### src/rtl/serial_parallel.sv
// Serial-to-parallel receiver with comma-based byte alignment (HUNT -> ALIGN -> LOCKED).
// Optional macro SERIAL_PARALLEL_WORD_COUNT_EN adds the saturating rx_word_cnt output.
module serial_parallel #(
    parameter logic [7:0] COMMA      = 8'hBC,
    parameter int         LOCK_COUNT = 4
) (
    input  logic        clk,
    input  logic        reset,
    input  logic        data_in_serial,
    output logic [7:0]  data_out_8b,
    output logic        valid_out,
    output logic        word_strobe,
    output logic        locked,
    output logic [1:0]  dbg_state_o
`ifdef SERIAL_PARALLEL_WORD_COUNT_EN
    ,
    output logic [15:0] rx_word_cnt
`endif
);

    typedef enum logic [1:0] {
        HUNT   = 2'd0,
        ALIGN  = 2'd1,
        LOCKED = 2'd2
    } state_e;

    localparam logic [3:0] LOCK_CNT4 = LOCK_COUNT[3:0];

    state_e      state_q;
    logic [6:0]  sr_q;
    logic [2:0]  bit_cnt_q;
    logic [3:0]  comma_cnt_q;
    logic [7:0]  data_q;
    logic        valid_q;
    logic        strobe_q;
    logic        locked_q;

    logic [7:0]  word_d;
    logic        word_done_d;
    logic [3:0]  comma_cnt_d;

    // word_d already contains the bit being sampled at this edge, so outputs
    // registered from it appear with no extra pipeline stage.
    always_comb begin
        word_d      = {sr_q, data_in_serial};
        word_done_d = (bit_cnt_q == 3'd7);
        comma_cnt_d = comma_cnt_q + 4'd1;
    end

`ifdef SERIAL_PARALLEL_WORD_COUNT_EN
    logic [15:0] word_cnt_q;
    assign rx_word_cnt = word_cnt_q;
`endif

    // valid_out has no ready: it qualifies data_out_8b for the whole 8-cycle
    // word period, and word_strobe marks the single cycle the word changed.
    always_ff @(posedge clk) begin
        if (reset) begin
            state_q     <= HUNT;
            sr_q        <= '0;
            bit_cnt_q   <= '0;
            comma_cnt_q <= '0;
            data_q      <= '0;
            valid_q     <= 1'b0;
            strobe_q    <= 1'b0;
            locked_q    <= 1'b0;
`ifdef SERIAL_PARALLEL_WORD_COUNT_EN
            word_cnt_q  <= '0;
`endif
        end else begin
            sr_q     <= word_d[6:0];
            strobe_q <= 1'b0;
            case (state_q)
                HUNT: begin
                    if (word_d == COMMA) begin
                        bit_cnt_q   <= 3'd0;
                        comma_cnt_q <= 4'd1;
                        state_q     <= ALIGN;
                    end
                end
                ALIGN: begin
                    bit_cnt_q <= bit_cnt_q + 3'd1;
                    if (word_done_d) begin
                        if (word_d == COMMA) begin
                            comma_cnt_q <= comma_cnt_d;
                            if (comma_cnt_d == LOCK_CNT4) begin
                                state_q  <= LOCKED;
                                locked_q <= 1'b1;
                            end
                        end else begin
                            comma_cnt_q <= 4'd0;
                            state_q     <= HUNT;
                        end
                    end
                end
                LOCKED: begin
                    bit_cnt_q <= bit_cnt_q + 3'd1;
                    if (word_done_d) begin
                        data_q   <= word_d;
                        valid_q  <= (word_d != COMMA);
                        strobe_q <= 1'b1;
`ifdef SERIAL_PARALLEL_WORD_COUNT_EN
                        if (word_d != COMMA && word_cnt_q != 16'hFFFF)
                            word_cnt_q <= word_cnt_q + 16'd1;
`endif
                    end
                end
                default: state_q <= HUNT;
            endcase
        end
    end

    assign data_out_8b = data_q;
    assign valid_out   = valid_q;
    assign word_strobe = strobe_q;
    assign locked      = locked_q;
    assign dbg_state_o = state_q;

endmodule
### config.mk
export PLATFORM = sky130hd
export DESIGN_NAME = serial_parallel
export DESIGN_NICKNAME = d
export VERILOG_FILES = /design/src/rtl/serial_parallel.sv
export SDC_FILE = /design/constraint.sdc
export NUM_CORES = 1
export LEC_CHECK = 0
export ABC_CLOCK_PERIOD_IN_PS = 3700
export BUFFER_PORTS_ARGS = -buffer_cell sky130_fd_sc_hd__buf_2
export CORE_UTILIZATION = 56
export DETAILED_ROUTE_END_ITERATION = 16
export PLACE_DENSITY = 0.78
export SYNTH_ARGS = -nofsm -noshare
export SYNTH_HDL_FRONTEND = slang
export SYNTH_SLANG_ARGS = --single-unit
### constraint.sdc
create_clock -name clk -period 3.7 [get_ports clk]
set_clock_uncertainty 0.15 [all_clocks]
set_input_delay 0.555 -clock clk [delete_from_list [all_inputs] [get_ports clk]]
set_output_delay 0.555 -clock clk [all_outputs]
set_load 0.02 [all_outputs]
---- Word level (Yosys, flattened, before mapping) ----
Cells that the tools add are included.
word-level totals
  bits in registers ....................... 27
  input bits .............................. 3
  output and inout port bits .............. 13
  logic and storage cells ................. 42
cells by class
  add/sub/neg operators ................... 2
  equality and inequality tests ........... 9
  multiplexer cells ....................... 12
  bitwise operators ....................... 1
  reduce and logical (&&, ||, !) cells .... 10
operators by type and width
  cell                                                                    count
  4-bit two-way mux                                                       3
  8-bit equality test (second input constant)                             1
  2-bit two-way mux                                                       4
  8-bit != test (second input constant)                                   1
  4-bit case mux with 2 select lines                                      1
  4-bit AND reduction                                                     2
  2-bit case mux with 3 select lines                                      1
  3-bit case mux with 2 select lines                                      1
  4-bit by 1-bit adder with 4-bit output (second input constant)          1
  4-bit by 3-bit equality test with 1-bit output (second input constant)  1
  2-bit != test (second input constant)                                   2
  2-bit AND reduction                                                     2
  2-bit nonzero test                                                      2
  2-bit OR reduction                                                      2
  3-bit by 1-bit adder with 3-bit output (second input constant)          1
  3-bit equality test (second input constant)                             1
  3-bit two-way mux                                                       1
  3-bit != test (second input constant)                                   1
  3-bit AND reduction                                                     1
  2-bit by 1-bit equality test with 1-bit output (second input constant)  1
  2-bit equality test (second input constant)                             1
  2-bit zero test                                                         1
  1-bit two-way mux                                                       1
  1-bit NOT                                                               1

---- Longest topological paths before layout ----
  depth in word-level cells ............... 6
  depth in mapped cells ................... 6
  gate-level depth less buffers ........... 6

---- Worst setup path before layout ----
Ideal clock, no wire load.
  kind .................................... register to register
  start ................................... register state_q[0] (netlist: dbg_state_o[0])
  end ..................................... register comma_cnt_q[3]
  setup time .............................. 0.075 ns
  arrival time ............................ 1.660 ns
  data required time ...................... 3.475 ns
  path slack .............................. 1.815 ns
  cell stages (with the launch flop) ...... 7
  path buffers ............................ 0
  period minus slack after synthesis ...... 1.885 ns
  path through ............................ dfxtp_1 > inv_1 > ha_1 > o41ai_4 > o211ai_2 > or4_1 > o22ai_1
between the ends
  longest elaborated chain between the ends .. 3
  elaborated cells on any way between the ends .. 7
  those cells by class .................... eq/ne: 3; mux: 1; reduce/logical: 3
ends and longest elaborated chain
  item                                                                               RTL line  source
  from (decl)                                                                        29        state_e state_q;
  from (signal assigned)                                                             59        state_q <= HUNT;
  from (signal assigned)                                                             78        state_q <= ALIGN;
  from (signal assigned)                                                             87        state_q <= LOCKED;
  2-bit by 1-bit equality test with 1-bit output or 2-bit zero test (tied branches)  73        case (state_q)
  2-bit != test (no source line) or 2-bit nonzero test (tied branches)               --
  3-bit AND reduction (no source line)                                               --
  to (signal assigned)                                                               85        comma_cnt_q <= comma_cnt_d;
  to (decl)                                                                          32        logic [3:0] comma_cnt_q;
Several ways; a longest one is shown, not always the timed one.
A chain may end at the register's enable or synchronous reset.

---- Final worst setup path ----
  start ................................... register bit_cnt_q[0]
  end ..................................... register comma_cnt_q[3]
between the ends
  longest elaborated chain between the ends .. 3
ends and longest elaborated chain
  item                                  RTL line  source
  from (decl)                           31        logic [2:0] bit_cnt_q;
  from (signal assigned)                82        bit_cnt_q <= bit_cnt_q + 3'd1;
  from (signal assigned)                97        bit_cnt_q <= bit_cnt_q + 3'd1;
  3-bit equality test                   46        word_done_d = (bit_cnt_q == 3'd7);
  named net word_done_d                 39        logic word_done_d;
  2-bit != test (no source line)        --
  3-bit AND reduction (no source line)  --
The timed path passes the listed nets, and every way through them passes these cells.

==> impl_metrics.ini <==
[synth]
synth_most_common_cell = dfxtp_1
synth-edff-count = 0
proportion_of_synthesized_chip_area_in_sequential_cells = 0.450
synthTopCellsByCount = dfxtp_1 (27), nand2_1 (24), a21oi_1 (14)
synth-main-ff-cell = dfxtp_1
post_syn_area_um2 = 1200
synth_async_sr_flop_share = 0
number_of_synthesized_register_bits = 27
synth_top_area_frac = 0.450
synth_area_leaders = dfxtp_1 (45%), nand2_1 (7.5%), ha_1 (7.3%), a21oi_1 (5.8%), nor2b_1 (3.6%)
synthCells = 131
avgSynthCellArea_um2 = 9.17
synth-warning-count = 0
synth.lib_cells_used.distinct = 32
synth_largest_area_cell = dfxtp_1
postSynthNetCount = 141

[clocking]
cts_num_sinks = 27
cts_tree = built
clock_path_buffers = 2
worst_skew_pair.late_latency_ns = 0.33
cts.htree.levels = 1
cts-resized-gates = 0
setup_repair_bufs_after_cts = 0
path_clk_slew_ns = 0.13
ctsRootBufferMaster = clkbuf_4
cts_buffers = 3
ctsHoldBuffers = 0

[sta]
final_setup_violation_count = 0
max_slew_margin = 0.685
maxSlewViolCount = 0
timing.final.hold_violations = 0
worst-slew-pin-transition_ns = 0.472
timing.final.crit_period_ns = 1.94
totalNegativeSetupSlack_ns = 0
worst_hold_slack_ns = 0.315
rsz_0062_raised_after_global_routing = false
post-route-period-util = 0.524
clock.fmax_ghz = 0.516

[cells_and_area]
area_growth_syn_to_layout_pct = 10.1
insertedDiodeCount = 0
drive_gt1_frac = 0.164
regArea_um2 = 541
design.final.nets = 157
fillers = 171
multi_input_comb_area_um2 = 631

[global_route]
grt_util_all_layers = 0.220
first_global_vias = 944
antenna_found_initial = 0
grt-ovfl-total = 0
maximum_number_of_pins_on_one_net_before_global_route_repair = 29
wire_length_of_the_first_global_routing_pass_mm = 3.98

[worst_setup_path]
r2r-start = bit_cnt_q[0]
critPathCaptureType = flop
reg2reg_depth = 6
crit_path_most_repeated_cell = ha_1
crit_fanout = 6
cell_type_of_the_slowest_stage_on_the_worst_timing_path = or4_1
worstSetupStartpoint = bit_cnt_q[0]
timing.critical_path.cells = ha_1, ha_1, nand2b_1, o211ai_2, or4_1, o22ai_1
path_class = flop to flop
critical_path.startpoint_type = flop
cp-endpoint = comma_cnt_q[3]
timing.critical_path.arrival_ns = 2.05
max_stage_delay_ns = 0.43
setup.reg_to_reg.worst_slack_ns = 1.76
crit-reg2reg-capture = comma_cnt_q[3]
critical_path_data_required_time_ns = 3.81

[job]
max-cap-violations = 0

[power]
irDropWorstVdd_mv = 0.264
pwr_density_nw_per_um2 = 356
p_leak_nw = 0.564

[routing]
ant_nets = 0
detailedRoute.firstIterationViolations = 15
vias_per_cell = 5.50
postRouteWirelength_mm = 2.20
dr_total_vias = 952
drcViolationCount = 0
wl_per_cell_um = 12.7
first_pass_iters = 4

[floorplan]
die_w_um = 48.3
die_area_um2 = 2330
initial_utilization = 0.606
chip_height_um = 48.3
num_rows = 16
core_um2 = 1980
num_io_pins = 16

[placement]
gpl.final_weighted_congestion = 0.755
dp.final_hpwl_mm = 1.66
port-buffer-count = 15

[hold_path]
hold_path.class = flop to flop

[run_status]
status = complete, no violations
routing by layer:
metal | routed length, um | vias to the layer above | GRT usage | share of wire
li1 | - | 490 | - | -
met3 | 50 | 5 | 0.0377 | 0.023
met4 | 46 | 0 | 0.0882 | 0.021
met5 | 0 | - | 0 | 0
met2 | 1110 | 13 | 0.404 | 0.50
met1 | 992 | 444 | 0.252 | 0.45
stage by stage:
step	util	worst slack, ns	area [um^2]	instances	power, W
global placement	0.653	1.61	1290	169	0.000350
global route	0.667	1.64	1320	173	0.000492
CTS	0.667	1.77	1320	173	0.000477
detailed placement	0.653	1.56	1290	169	0.000352
finish	0.667	1.76	1320	173	0.000470
floorplan	-	1.82	1200	131	0.000341
report_power, final:
group           total, W  internal, W  switching, W  leakage (nW)
logic          0.0000446    0.0000169     0.0000277         0.329
clock network   0.000125    0.0000407     0.0000841        0.0177
registers       0.000301     0.000295    0.00000552         0.218
total           0.000470     0.000353      0.000117         0.564
sequential cells by signal (all words and copies together) (netlist names):
name and count:
data_out_8b 8, sr_q 7, comma_cnt_q 4, bit_cnt_q 3
dbg_state_o 2, locked 1, valid_out 1, word_strobe 1
placed cells by master (no fill, tap or decap), drive strengths merged, types with 2 or more instances in the layout:
cell and count:
and2 4, nand2 25, ha 7, a211oi 2, mux2i 2, inv 4, nor2 8, nand2b 3
nand3 2, dfxtp 27, nor2b 7, a21oi 14, or4 2, clkbuf 3, o22ai 2, o21ai 4
buf 15
area by class of cell:
class                           instances  area share
Sequential cell                        27       0.409
Clock buffer                            3      0.0170
Tap cell                               27      0.0255
Clock inverter                          1     0.00378
Timing Repair Buffer                   15      0.0568
Multi-Input combinational cell         96       0.477
Inverter                                4      0.0114
worst min-delay path by stage:
stage / start / end / slack (ns) / depth (start not counted)
after CTS: data_out_8b[1] / data_out_8b[1] / 0.32 / 2
after global routing: data_out_8b[6] / data_out_8b[6] / 0.35 / 2
after floorplan: sr_q[5] / data_out_8b[6] / 0.29 / 2
after global placement: data_out_8b[5] / data_out_8b[5] / 0.29 / 2
after detailed placement: data_out_8b[1] / data_out_8b[1] / 0.30 / 2
final: data_out_8b[6] / data_out_8b[6] / 0.31 / 2
cells by family (layout without fill, tap and decap cells):
logic type                 Yosys count  count (layout)  share of synthesized area
AOI/OAI and AO/OA                   31              31                      0.179
xor gates and xnor gates             1               1                    0.00729
adders and majority gates            7               7                     0.0729
buffers and inverters                8              23                     0.0250
DFF                                 27              27                      0.450
muxes                                2               2                     0.0167
and+or+nand+nor                     55              55                      0.249
critical path, delay by kind of cell (launching register included):
kind	cells	cell delay [ns]
AOI/OAI and AO/OA	2	0.29
adders and majority gates	2	0.42
DFF	1	0.41
and+or+nand+nor	2	0.60
No activity file was read; power rests on OpenSTA's default activity.
